$ cat src/rtl/xor_serial_arbiter_if.sv
// Request/operand/result bundle shared between the requesters and the
// bit-serial XOR engine. Requesters drive requests and operands; the
// engine drives grants, status and results.
interface xor_serial_arbiter_if #(
  parameter int WIDTH = 8
);
  logic             req0;
  logic [WIDTH-1:0] a0;
  logic [WIDTH-1:0] b0;
  logic             req1;
  logic [WIDTH-1:0] a1;
  logic [WIDTH-1:0] b1;
  logic             gnt0;
  logic             gnt1;
  logic             busy;
  logic [WIDTH-1:0] y;
  logic             parity;
  logic             done;
  logic             done_id;

  modport master (
    output req0, a0, b0, req1, a1, b1,
    input  gnt0, gnt1, busy, y, parity, done, done_id
  );

  modport slave (
    input  req0, a0, b0, req1, a1, b1,
    output gnt0, gnt1, busy, y, parity, done, done_id
  );
endinterface

$ cat src/rtl/xor_serial_arbiter.sv
// Bit-serial XOR engine: a round-robin arbiter hands one of two requesters
// the single NOR-built XOR cell, whose operands are then streamed LSB-first,
// one bit per clock. Result word, parity and requester id are published
// together with a one-cycle done pulse.

// 1-bit XOR built only from 2-input NOR gates.
module xorFromNor (
  input  logic i_a,
  input  logic i_b,
  output logic o_y
);
  logic w_n1;
  logic w_n2;
  logic w_n3;
  logic w_n4;

  assign w_n1 = ~(i_a | i_b);
  assign w_n2 = ~(i_a | w_n1);
  assign w_n3 = ~(i_b | w_n1);
  assign w_n4 = ~(w_n2 | w_n3);   // XNOR
  assign o_y  = ~(w_n4 | w_n4);   // inverter made from a NOR
endmodule

module xor_serial_arbiter #(
  parameter int WIDTH = 8
) (
  input  logic                 clk,
  input  logic                 rst,
  xor_serial_arbiter_if.slave  bus
);

  localparam int CW = $clog2(WIDTH + 1);
  localparam logic [CW-1:0] LAST_BIT = CW'(WIDTH - 1);

  typedef enum logic [1:0] {
    S_IDLE,
    S_SHIFT,
    S_DONE
  } state_t;

  state_t           r_state;
  state_t           w_state_next;

  logic             w_grant;     // IDLE edge that accepts a job
  logic             w_win;       // winning requester index
  logic             w_shift;     // SHIFT edge, one bit produced
  logic             w_finish;    // last SHIFT edge, publish results

  logic [WIDTH-1:0] r_a;
  logic [WIDTH-1:0] r_b;
  logic [CW-1:0]    r_cnt;
  logic             r_par;
  logic             r_id;
  logic             r_last;      // index of the most recent grant

  logic             r_gnt0;
  logic             r_gnt1;
  logic             r_done;
  logic             r_done_id;
  logic             r_parity;
  logic [WIDTH-1:0] r_y;

  logic             w_bit;
  logic             w_par_next;
  logic [WIDTH-1:0] w_res_next;

  // The one shared XOR cell sees the current operand LSBs.
  xorFromNor u_xor (
    .i_a (r_a[0]),
    .i_b (r_b[0]),
    .o_y (w_bit)
  );

  assign w_par_next = r_par ^ w_bit;

  // The result register only needs WIDTH-1 bits: the final bit produced goes
  // straight into y on the finishing edge together with the stored ones.
  generate
    if (WIDTH > 1) begin : g_res
      logic [WIDTH-2:0] r_res;

      assign w_res_next = {w_bit, r_res};

      // Partial result shifts right, new bits enter from the MSB side.
      always_ff @(posedge clk or posedge rst) begin
        if (rst) begin
          r_res <= '0;
        end else if (w_grant) begin
          r_res <= '0;
        end else if (w_shift) begin
          r_res <= w_res_next[WIDTH-1:1];
        end
      end
    end else begin : g_res_single
      assign w_res_next = w_bit;
    end
  endgenerate

  // FSM state register.
  always_ff @(posedge clk or posedge rst) begin
    if (rst) begin
      r_state <= S_IDLE;
    end else begin
      r_state <= w_state_next;
    end
  end

  // Next-state logic, arbitration and datapath strobes.
  always_comb begin
    w_state_next = r_state;
    w_grant      = 1'b0;
    w_win        = 1'b0;
    w_shift      = 1'b0;
    w_finish     = 1'b0;
    case (r_state)
      S_IDLE: begin
        if (bus.req0 || bus.req1) begin
          w_grant      = 1'b1;
          // Contention goes to whoever was not served last.
          w_win        = (bus.req0 && bus.req1) ? ~r_last : bus.req1;
          w_state_next = S_SHIFT;
        end
      end
      S_SHIFT: begin
        w_shift = 1'b1;
        if (r_cnt == LAST_BIT) begin
          w_finish     = 1'b1;
          w_state_next = S_DONE;
        end
      end
      S_DONE: begin
        w_state_next = S_IDLE;
      end
      default: begin
        w_state_next = S_IDLE;
      end
    endcase
  end

  // Operand capture at grant, then right shift one bit per SHIFT edge.
  always_ff @(posedge clk or posedge rst) begin
    if (rst) begin
      r_a   <= '0;
      r_b   <= '0;
      r_cnt <= '0;
      r_par <= 1'b0;
    end else if (w_grant) begin
      r_a   <= w_win ? bus.a1 : bus.a0;
      r_b   <= w_win ? bus.b1 : bus.b0;
      r_cnt <= '0;
      r_par <= 1'b0;
    end else if (w_shift) begin
      r_a   <= r_a >> 1;
      r_b   <= r_b >> 1;
      r_cnt <= r_cnt + CW'(1);
      r_par <= w_par_next;
    end
  end

  // Winner bookkeeping; the pointer resets so requester 0 is favoured first.
  always_ff @(posedge clk or posedge rst) begin
    if (rst) begin
      r_id   <= 1'b0;
      r_last <= 1'b1;
    end else if (w_grant) begin
      r_id   <= w_win;
      r_last <= w_win;
    end
  end

  // One-cycle grant and done pulses.
  always_ff @(posedge clk or posedge rst) begin
    if (rst) begin
      r_gnt0 <= 1'b0;
      r_gnt1 <= 1'b0;
      r_done <= 1'b0;
    end else begin
      r_gnt0 <= w_grant & ~w_win;
      r_gnt1 <= w_grant & w_win;
      r_done <= w_finish;
    end
  end

  // Published results hold until the next job completes.
  always_ff @(posedge clk or posedge rst) begin
    if (rst) begin
      r_y       <= '0;
      r_parity  <= 1'b0;
      r_done_id <= 1'b0;
    end else if (w_finish) begin
      r_y       <= w_res_next;
      r_parity  <= w_par_next;
      r_done_id <= r_id;
    end
  end

  assign bus.gnt0    = r_gnt0;
  assign bus.gnt1    = r_gnt1;
  assign bus.busy    = (r_state != S_IDLE);
  assign bus.y       = r_y;
  assign bus.parity  = r_parity;
  assign bus.done    = r_done;
  assign bus.done_id = r_done_id;

endmodule

$ cat src/flat_wrapper.sv
// flat-port wrapper written by rule: the top's interface ports become plain ports
module xor_serial_arbiter_flat 
#(
  parameter int WIDTH = 8
)
  (clk, rst, bus_req0, bus_a0, bus_b0, bus_req1, bus_a1, bus_b1, bus_gnt0, bus_gnt1, bus_busy, bus_y, bus_parity, bus_done, bus_done_id);
  xor_serial_arbiter_if #(.WIDTH(WIDTH)) bus_i ();
  input  logic clk;
  input  logic rst;
  input wire logic [$bits(bus_i.req0)-1:0] bus_req0;
  input wire logic [$bits(bus_i.a0)-1:0] bus_a0;
  input wire logic [$bits(bus_i.b0)-1:0] bus_b0;
  input wire logic [$bits(bus_i.req1)-1:0] bus_req1;
  input wire logic [$bits(bus_i.a1)-1:0] bus_a1;
  input wire logic [$bits(bus_i.b1)-1:0] bus_b1;
  output wire logic [$bits(bus_i.gnt0)-1:0] bus_gnt0;
  output wire logic [$bits(bus_i.gnt1)-1:0] bus_gnt1;
  output wire logic [$bits(bus_i.busy)-1:0] bus_busy;
  output wire logic [$bits(bus_i.y)-1:0] bus_y;
  output wire logic [$bits(bus_i.parity)-1:0] bus_parity;
  output wire logic [$bits(bus_i.done)-1:0] bus_done;
  output wire logic [$bits(bus_i.done_id)-1:0] bus_done_id;
  assign bus_i.req0 = bus_req0;
  assign bus_i.a0 = bus_a0;
  assign bus_i.b0 = bus_b0;
  assign bus_i.req1 = bus_req1;
  assign bus_i.a1 = bus_a1;
  assign bus_i.b1 = bus_b1;
  assign bus_gnt0 = bus_i.gnt0;
  assign bus_gnt1 = bus_i.gnt1;
  assign bus_busy = bus_i.busy;
  assign bus_y = bus_i.y;
  assign bus_parity = bus_i.parity;
  assign bus_done = bus_i.done;
  assign bus_done_id = bus_i.done_id;
  xor_serial_arbiter #(.WIDTH(WIDTH)) u_core (.clk(clk), .rst(rst), .bus(bus_i));
endmodule
$ cat config.mk
export PLATFORM = sky130hd
export DESIGN_NAME = xor_serial_arbiter_flat
export DESIGN_NICKNAME = d
export VERILOG_FILES = /design/src/rtl/xor_serial_arbiter_if.sv /design/src/rtl/xor_serial_arbiter.sv /design/src/flat_wrapper.sv
export SDC_FILE = /design/constraint.sdc
export NUM_CORES = 1
export LEC_CHECK = 0
export ABC_AREA = 1
export CAP_MARGIN = 20
export CORE_ASPECT_RATIO = 1.75
export CORE_UTILIZATION = 45
export CTS_CLUSTER_DIAMETER = 80
export DETAILED_ROUTE_END_ITERATION = 10
export PLACE_DENSITY = 0.84
export SLEW_MARGIN = 5
export SYNTH_ARGS = -nofsm -noshare
export SYNTH_HDL_FRONTEND = slang
export SYNTH_HIERARCHICAL = 1
export SYNTH_SLANG_ARGS = --single-unit
$ cat constraint.sdc
create_clock -name clk -period 2.5 [get_ports clk]
set_input_delay 0.25 -clock clk [delete_from_list [all_inputs] [get_ports clk]]
set_output_delay 0.25 -clock clk [all_outputs]
set_load 0.01 [all_outputs]
==> results.yml, run 1 <==
outcome:
  outcome: "complete, no violations"
timing:
  rsz0062_at_grt: "no"
  fin_setup_tns_ns: 0
  max_slew.worst_pin.slew_ns: 0.553
  whs_ns: 0.373
  maxSlewViolCount: 0
  setup_viol: 0
  min_period_over_period_pct: 79.4
  slew_headroom_pct: 63.1
  fin_crit_ns: 1.98
  finClkSkew_ns: 0.00536
  timing_hold_violations_final: 0
  max_freq_ghz: 0.504
logic_synthesis:
  ys_warn_count: 6
  ys_seq_elements: 45
  synth_fp_nets: 297
  synth_cell_types: 27
  syn_inst: 260
  seq_area_frac_synth_pct: 51.7
  synth.avg_cell_area_um2: 8.38
  netlist_area_mm2: 0.00218
final_layout:
  diodes: 0
  final_cell_area_mm2: 0.00278
  drive_gt1_share_pct: 8.47
  final_cell_mix: "63 x nand2_1, 49 x clkdlybuf4s50_1, 44 x dfrtp_1"
  final_nets: 343
  area_delta_synth_final_pct: 27.5
  final_common_cell: "nand2_1"
power_and_ir_drop:
  p_leak_nw: 1.38
  power_density_mw_per_mm2: 1160
  ir_worst_vdd_mv: 0.951
detailed_routing:
  ant_nets: 0
  first_pass_iters: 4
  wl_um: 4350
  vias_per_cell: 4.96
  via_count: 1782
  first_iter_violations: 26
  drc: 0
  detail_route.wl_per_cell_um: 12.1
setup_path:
  crit_buf_inv: 2
  slowest_delay_ns: 0.50
  critPathMaxFanout: 16
  crit_slowest_cell: "clkdlybuf4s50_1"
  crit_path_start_kind: "flip-flop"
  path_delay_family: "buffers and inverters"
  required_ns: 2.25
  crit_type: "flip-flop to output pin"
  path_cells: "nor2_4 -> inv_2 -> clkdlybuf4s50_1"
  cp-end-kind: "output pin"
  arrival_ns: 1.73
die:
  rows: 33
  die-area_mm2: 0.00514
  ios: 50
  initial_core_util_pct: 46.7
  dieHeight_um: 94.1
  die_w_um: 54.6
  coreArea_mm2: 0.00467
global_route:
  grt-ovfl-total: 0
  grt_use_total_pct: 19.4
  grt_pass1_vias: 1635
  grt_pass1_wl_um: 7030
  grt_max_degree: 46
  antenna_found_initial: 0
place:
  globalplace.congestion: 0.790
  numPortBuffers: 49
  post_dp_cell_area_mm2: 0.00265
  hpwlAfterDp_um: 3040
clock_tree:
  cts_buffer_depth: 2
  cts_resized: 0
  cts_root_buffer: "clkbuf_8"
  insertion_delay_ns: 0.31
  clkSinkCount: 45
  ctsHtreeMaxLevel: 2
  cts_tree: "yes"
  cts_setup_buffers: 0
  ctsHoldBuffers: 0
  clk_pin_slew_ns: 0.08
  cts_buffers: 5
run:
  maxCapViolCount: 0
hold_path:
  hp-class: "input pin to async pin"
==> metal layers <==
layer | up-vias | track usage [%] | part of all wire, %
met5 | - | 0 | 0
met4 | 0 | 10.3 | 2.6
met3 | 10 | 5.66 | 3.1
met2 | 48 | 30.3 | 52
met1 | 816 | 23.0 | 42
li1 | 908 | - | -
==> sequential cells by signal (all words and copies together), names as in the netlist, 2 cells and up <==
register            cells
u_core/g_res.r_res      7
u_core/r_cnt            4
u_core/r_a              8
u_core/bus.y            8
u_core/r_state          2
u_core/r_b              8
==> per-stage QoR <==
step / setup WS [ns] / util, % / power (W) / cells
finish: 0.515 / 59.6 / 0.00324 / 359
global route: 0.445 / 59.6 / 0.00350 / 359
CTS: 0.503 / 59.6 / 0.00325 / 359
detailed placement: 0.607 / 56.7 / 0.00259 / 351
global placement: 0.654 / 56.7 / 0.00254 / 351
floorplan: 1.19 / - / 0.00222 / 260
==> final timing paths <==
path                              startpoint               to  slack (ns)  cells after the start
max in group asynchronous                rst    u_core/r_b[1]        1.75                      3
min reg2reg                    u_core/r_last    u_core/r_last        0.48                      2
max reg2reg                u_core/r_state[0]  u_core/r_cnt[2]        0.82                      6
min                                      rst  u_core/bus.y[0]        0.37                      3
min in group clk               u_core/r_last    u_core/r_last        0.48                      2
max                        u_core/r_state[0]         bus_busy        0.52                      3
==> tightest hold or removal path, cell delays in order <==
cell and delay, ns:
clkdlybuf4s50_1 0.40, clkinv_1 0.04, buf_4 0.45
==> cells in the mapped netlist <==
library cell,instances,share of area (%)
inv_1,34,5.9
ha_1,1,0.57
xnor2_1,2,0.80
nand3_1,13,3.0
dfrtp_1,44,51
or2_2,2,0.57
buf_2,1,0.23
nand4_1,2,0.57
o21ai_1,3,0.69
nor2_2,2,0.57
dfstp_2,1,1.2
buf_4,2,0.69
clkbuf_1,1,0.17
clkbuf_2,1,0.23
clkbuf_4,1,0.34
nand3_2,2,0.92
o22ai_1,7,2.0
nand2_1,63,11
nand2_2,1,0.29
buf_6,3,1.5
clkbuf_8,2,1.3
o21ai_0,29,6.7
nor2_4,2,1.0
nor2_1,23,4.0
inv_2,2,0.34
a21oi_1,11,2.5
nand2_4,5,2.6
==> layout make-up <==
type | count | area [um^2]
fillers | 414 | 1890
flip-flops and latches | 45 | 1130
multi-input cells | 168 | 820
repair buffers | 50 | 498
inverters | 36 | 135
clock buffers | 5 | 68.8
clock inverters | 3 | 65.1
well taps | 52 | 65.1
==> cell families after synthesis <==
group,count (synthesis),share of synthesized area [%]
AOI/OAI and AO/OA,50,11.9
buffers and inverters,47,10.7
DFF,45,51.7
adders and majority gates,1,0.574
xor gates and xnor gates,2,0.804
and+or+nand+nor,115,24.3
==> power by group <==
part           switching [W]  internal, W  leakage (nW)  total (W)
Combinational       0.000798     0.000563         0.753    0.00136
Clock               0.000251     0.000397        0.0681   0.000648
Sequential          0.000170      0.00106         0.562    0.00123
Total                0.00122      0.00202          1.38    0.00324
Note: power is estimated with default switching activity, not from simulation.
==> run 2: changes to the inputs <==
- PLACE_DENSITY: 0.84 -> 0.87
- clock period: 2.5 -> 1.74 ns (I/O delays scaled with it)
==> results.yml, run 2 (synthesis gave the netlist of run 1 again) <==
outcome:
  outcome: "complete, no violations"
timing:
  whs_ns: 0.141
  maxSlewViolCount: 0
  fin_crit_ns: 1.63
  rsz0062_at_grt: "no"
  max_slew.worst_pin.slew_ns: 0.494
  max_freq_ghz: 0.613
  fin_setup_tns_ns: 0
  min_period_over_period_pct: 93.7
  slew_headroom_pct: 66.9
  timing_hold_violations_final: 0
  setup_viol: 0
  finClkSkew_ns: 0.00726
clock_tree:
  ctsHoldBuffers: 0
  insertion_delay_ns: 0.30
  cts_buffer_depth: 2
  clkSinkCount: 45
  cts_tree: "yes"
  cts_buffers: 5
  clk_pin_slew_ns: 0.08
  cts_root_buffer: "clkbuf_8"
  ctsHtreeMaxLevel: 2
  cts_resized: 0
  cts_setup_buffers: 0
detailed_routing:
  via_count: 1847
  vias_per_cell: 5.03
  ant_nets: 0
  first_iter_violations: 46
  wl_um: 4580
  first_pass_iters: 4
  detail_route.wl_per_cell_um: 12.5
  drc: 0
power_and_ir_drop:
  ir_worst_vdd_mv: 1.08
  power_density_mw_per_mm2: 1590
  p_leak_nw: 1.40
final_layout:
  final_common_cell: "nand2_1"
  num-fill-cells: 412
  fin_util_pct: 60.1
  final_cell_area_mm2: 0.00281
  area_delta_synth_final_pct: 28.7
  diodes: 0
  final_nets: 351
  final_cell_mix: "63 x nand2_1, 49 x clkdlybuf4s50_1, 44 x dfrtp_1"
  drive_gt1_share_pct: 10.5
global_route:
  antenna_found_initial: 0
  grt_pass1_vias: 1749
  grt_use_total_pct: 20.7
  grt_max_degree: 27
  grt_pass1_wl_um: 7730
  grt-ovfl-total: 0
setup_path:
  critPathMaxFanout: 4
  crit_buf_inv: 2
  arrival_ns: 1.46
  slowest_delay_ns: 0.48
  crit_slowest_cell: "clkdlybuf4s50_1"
  setup.worst_path.start: "u_core/r_state[0]"
  required_ns: 1.57
  cp-end-kind: "output pin"
  path_delay_family: "buffers and inverters"
  crit_path_start_kind: "flip-flop"
  reg2reg_from: "u_core/r_state[0]"
  crit_type: "flip-flop to output pin"
  path_cells: "nor2_4 -> inv_2 -> clkdlybuf4s50_1"
place:
  globalplace.congestion: 0.827
  post_dp_cell_area_mm2: 0.00270
  hpwlAfterDp_um: 3420
  numPortBuffers: 49
die:
  coreArea_mm2: 0.00467
  dieHeight_um: 94.1
  ios: 50
  initial_core_util_pct: 46.7
  die-area_mm2: 0.00514
  rows: 33
  die_w_um: 54.6
run:
  maxCapViolCount: 0
hold_path:
  hp-class: "input pin to async pin"
run 2: worst register-to-register path: stages, from the launching register on:
cell     delay, ns
dfrtp_1       0.44
nor2_4        0.17
buf_4         0.15
nand2_4       0.12
nand2_4       0.18
buf_4         0.20
nor2_1        0.06
a21oi_1       0.11
run 2: layer usage:
layer  up-vias  global-route usage, %  share of wire, %
met1       864                   23.9                39
met3         8                   4.37               3.3
li1        924                      -                 -
met2        51                   34.5                55
met4         0                   9.83               2.4
met5         -                      0                 0
run 2: layout make-up:
cell class                      instances  area [um^2]  share of cell area [%]
Timing Repair Buffer                   58          571                    20.3
Sequential cell                        45         1130                    40.2
Inverter                               36          135                    4.82
Multi-Input combinational cell        168          820                    29.2
Clock inverter                          2         15.0                   0.535
Clock buffer                            6         72.6                    2.59
Tap cell                               52         65.1                    2.32
run 2: report_power, final:
group | total, W | switching (W) | internal [W]
Sequential | 0.00176 | 0.000243 | 0.00152
Clock | 0.000623 | 0.000340 | 0.000283
Combinational | 0.00206 | 0.00117 | 0.000891
Total | 0.00445 | 0.00175 | 0.00269
run 2: final timing paths:
check                           slack [ns]         endpoint  depth (start not counted)
worst max-delay path                  0.11         bus_busy                          3
worst min-delay path                  0.14  u_core/bus.y[0]                          2
worst max register to register        0.24    u_core/r_a[0]                          7
worst min register to register        0.48    u_core/r_last                          2
max in group asynchronous             1.06  u_core/r_cnt[0]                          3
min in group clk                      0.48    u_core/r_last                          2
run 2: stage by stage:
| step | setup slack [ns] | std cells | total power (W) |
|---|---|---|---|
| 2_1_floorplan | 0.508 | 260 | 0.00320 |
| 3_3_place_gp | 0.184 | 356 | 0.00368 |
| 3_5_place_dp | 0.143 | 356 | 0.00378 |
| 4_1_cts | 0.0229 | 364 | 0.00442 |
| 5_1_grt | 0.0695 | 367 | 0.00484 |
| 6_report | 0.110 | 367 | 0.00445 |
==> run 3: changes to the inputs <==
- PLACE_DENSITY: 0.87 -> 0.73
- clock period: 1.74 -> 1.55 ns (I/O delays scaled with it)
==> results.yml, run 3 (synthesis gave the netlist of run 1 again) <==
place:
  hpwlAfterDp_um: 3220
  globalplace.congestion: 0.853
  numPortBuffers: 49
run:
  maxCapViolCount: 0
global_route:
  grt_use_total_pct: 20.0
  grt_pass1_wl_um: 7450
  grt_max_degree: 46
  grt_pass1_vias: 1700
  grt-ovfl-total: 0
  antenna_found_initial: 0
timing:
  max_freq_ghz: 0.717
  finClkSkew_ns: 0.00461
  timing_hold_violations_final: 0
  fin_setup_tns_ns: 0
  fin_crit_ns: 1.39
  setup_viol: 0
  maxSlewViolCount: 0
  min_period_over_period_pct: 90.0
  whs_ns: 0.191
  slew_headroom_pct: 78.5
  max_slew.worst_pin.slew_ns: 0.322
  rsz0062_at_grt: "no"
clock_tree:
  cts_buffer_depth: 2
  ctsHtreeMaxLevel: 2
  cts_root_buffer: "clkbuf_8"
  cts_tree: "yes"
  cts_buffers: 5
  insertion_delay_ns: 0.29
  clk_pin_slew_ns: 0.08
  ctsHoldBuffers: 0
  clkSinkCount: 45
hold_path:
  hp-class: "input pin to async pin"
power_and_ir_drop:
  ir_worst_vdd_mv: 1.28
  p_leak_nw: 1.43
  p_total_w: 0.00517
  power_density_mw_per_mm2: 1820
detailed_routing:
  ant_nets: 0
  first_pass_iters: 4
  vias_per_cell: 5.02
  via_count: 1848
  drc: 0
  detail_route.wl_per_cell_um: 12.0
  first_iter_violations: 33
  wl_um: 4420
final_layout:
  final_cell_mix: "63 x nand2_1, 48 x clkdlybuf4s50_1, 44 x dfrtp_1"
  area_delta_synth_final_pct: 30.5
  final_nets: 353
  multiInputGateArea_um2: 825
  drive_gt1_share_pct: 11.1
  final_common_cell: "nand2_1"
  seq_area_mm2: 0.00113
  diodes: 0
  num-fill-cells: 430
setup_path:
  required_ns: 1.77
  cp-end-kind: "flip-flop"
  crit_type: "flip-flop to flip-flop"
  reg2reg_depth: 6
  arrival_ns: 1.61
  crit_path_start_kind: "flip-flop"
  critPathMaxFanout: 13
die:
  initial_core_util_pct: 46.7
  die_w_um: 54.6
  rows: 33
  dieHeight_um: 94.1
  die-area_mm2: 0.00514
  ios: 50
  coreArea_mm2: 0.00467
outcome:
  outcome: "complete, no violations"
run 3: changes by cell type in the layout (fill, tap and decap cells not counted):
cell	change
buf_4	+2
bufinv_16	+1
clkbuf_1	-1
clkdlybuf4s50_1	-1
clkinv_2	+1
clkinvlp_4	-2
dlymetal6s2s_1	+1
nand2_2	-1
nand2_4	+1
run 3: layout make-up:
class	instances	share of cell area [%]
Clock inverter	2	1.23
Inverter	36	4.75
Tap cell	52	2.29
Multi-Input combinational cell	168	29.0
Timing Repair Buffer	60	20.7
Sequential cell	45	39.6
Clock buffer	5	2.42
run 3: path summary, 6_finish.rpt:
path | from | endpoint | slack [ns]
min in group clk | bus_b0[7] | u_core/r_b[7] | 0.46
hold reg to reg | u_core/r_last | u_core/r_last | 0.47
max in group asynchronous | rst | u_core/r_last | 1.10
hold / removal | rst | u_core/bus.done | 0.19
setup reg to reg | u_core/r_state[0] | u_core/r_b[5] | 0.16
setup / recovery | u_core/r_state[0] | u_core/r_b[5] | 0.16
run 3: power by group:
part / switching [W] / total, W / internal [W]
sequential: 0.000274 / 0.00198 / 0.00171
clock: 0.000382 / 0.000851 / 0.000469
combinational: 0.00130 / 0.00234 / 0.00103
total: 0.00196 / 0.00517 / 0.00321
run 3: what timing repair did:
item / 4_1_cts / 5_1_grt
resized for setup: 0 / 2
setup endpoints to repair: 1 / 4
gates cloned: 0 / 0
setup buffers: 2 / 0
hold endpoints to repair: 0 / 0
pin swaps: 1 / 0
run 3: critical path, stage by stage, from the launching register on:
cell	delay [ns]
dfrtp_1	0.41
nor2_4	0.14
buf_4	0.16
nand3_2	0.28
nand2_1	0.15
nand2_1	0.06
a21oi_1	0.13
run 3: per-layer routing:
layer	routed length [um]	global-route usage (%)	share of wire, %	vias up
met2	2410	34.4	54	45
met3	156	4.37	3.5	7
met4	77	7.05	1.7	0
li1	-	-	-	926
met1	1780	23.0	40	870
met5	0	0	0	-
run 3: through the flow:
| stage | instance area (um^2) | util (%) | worst slack (ns) | cells |
|---|---|---|---|---|
| floorplan | 2180 | - | 0.333 | 260 |
| global placement | 2720 | 58.2 | 0.0632 | 359 |
| detailed placement | 2720 | 58.2 | 0.0352 | 359 |
| CTS | 2840 | 60.8 | 0.000569 | 368 |
| global route | 2840 | 61.0 | 0.0253 | 368 |
| finish | 2840 | 61.0 | 0.155 | 368 |
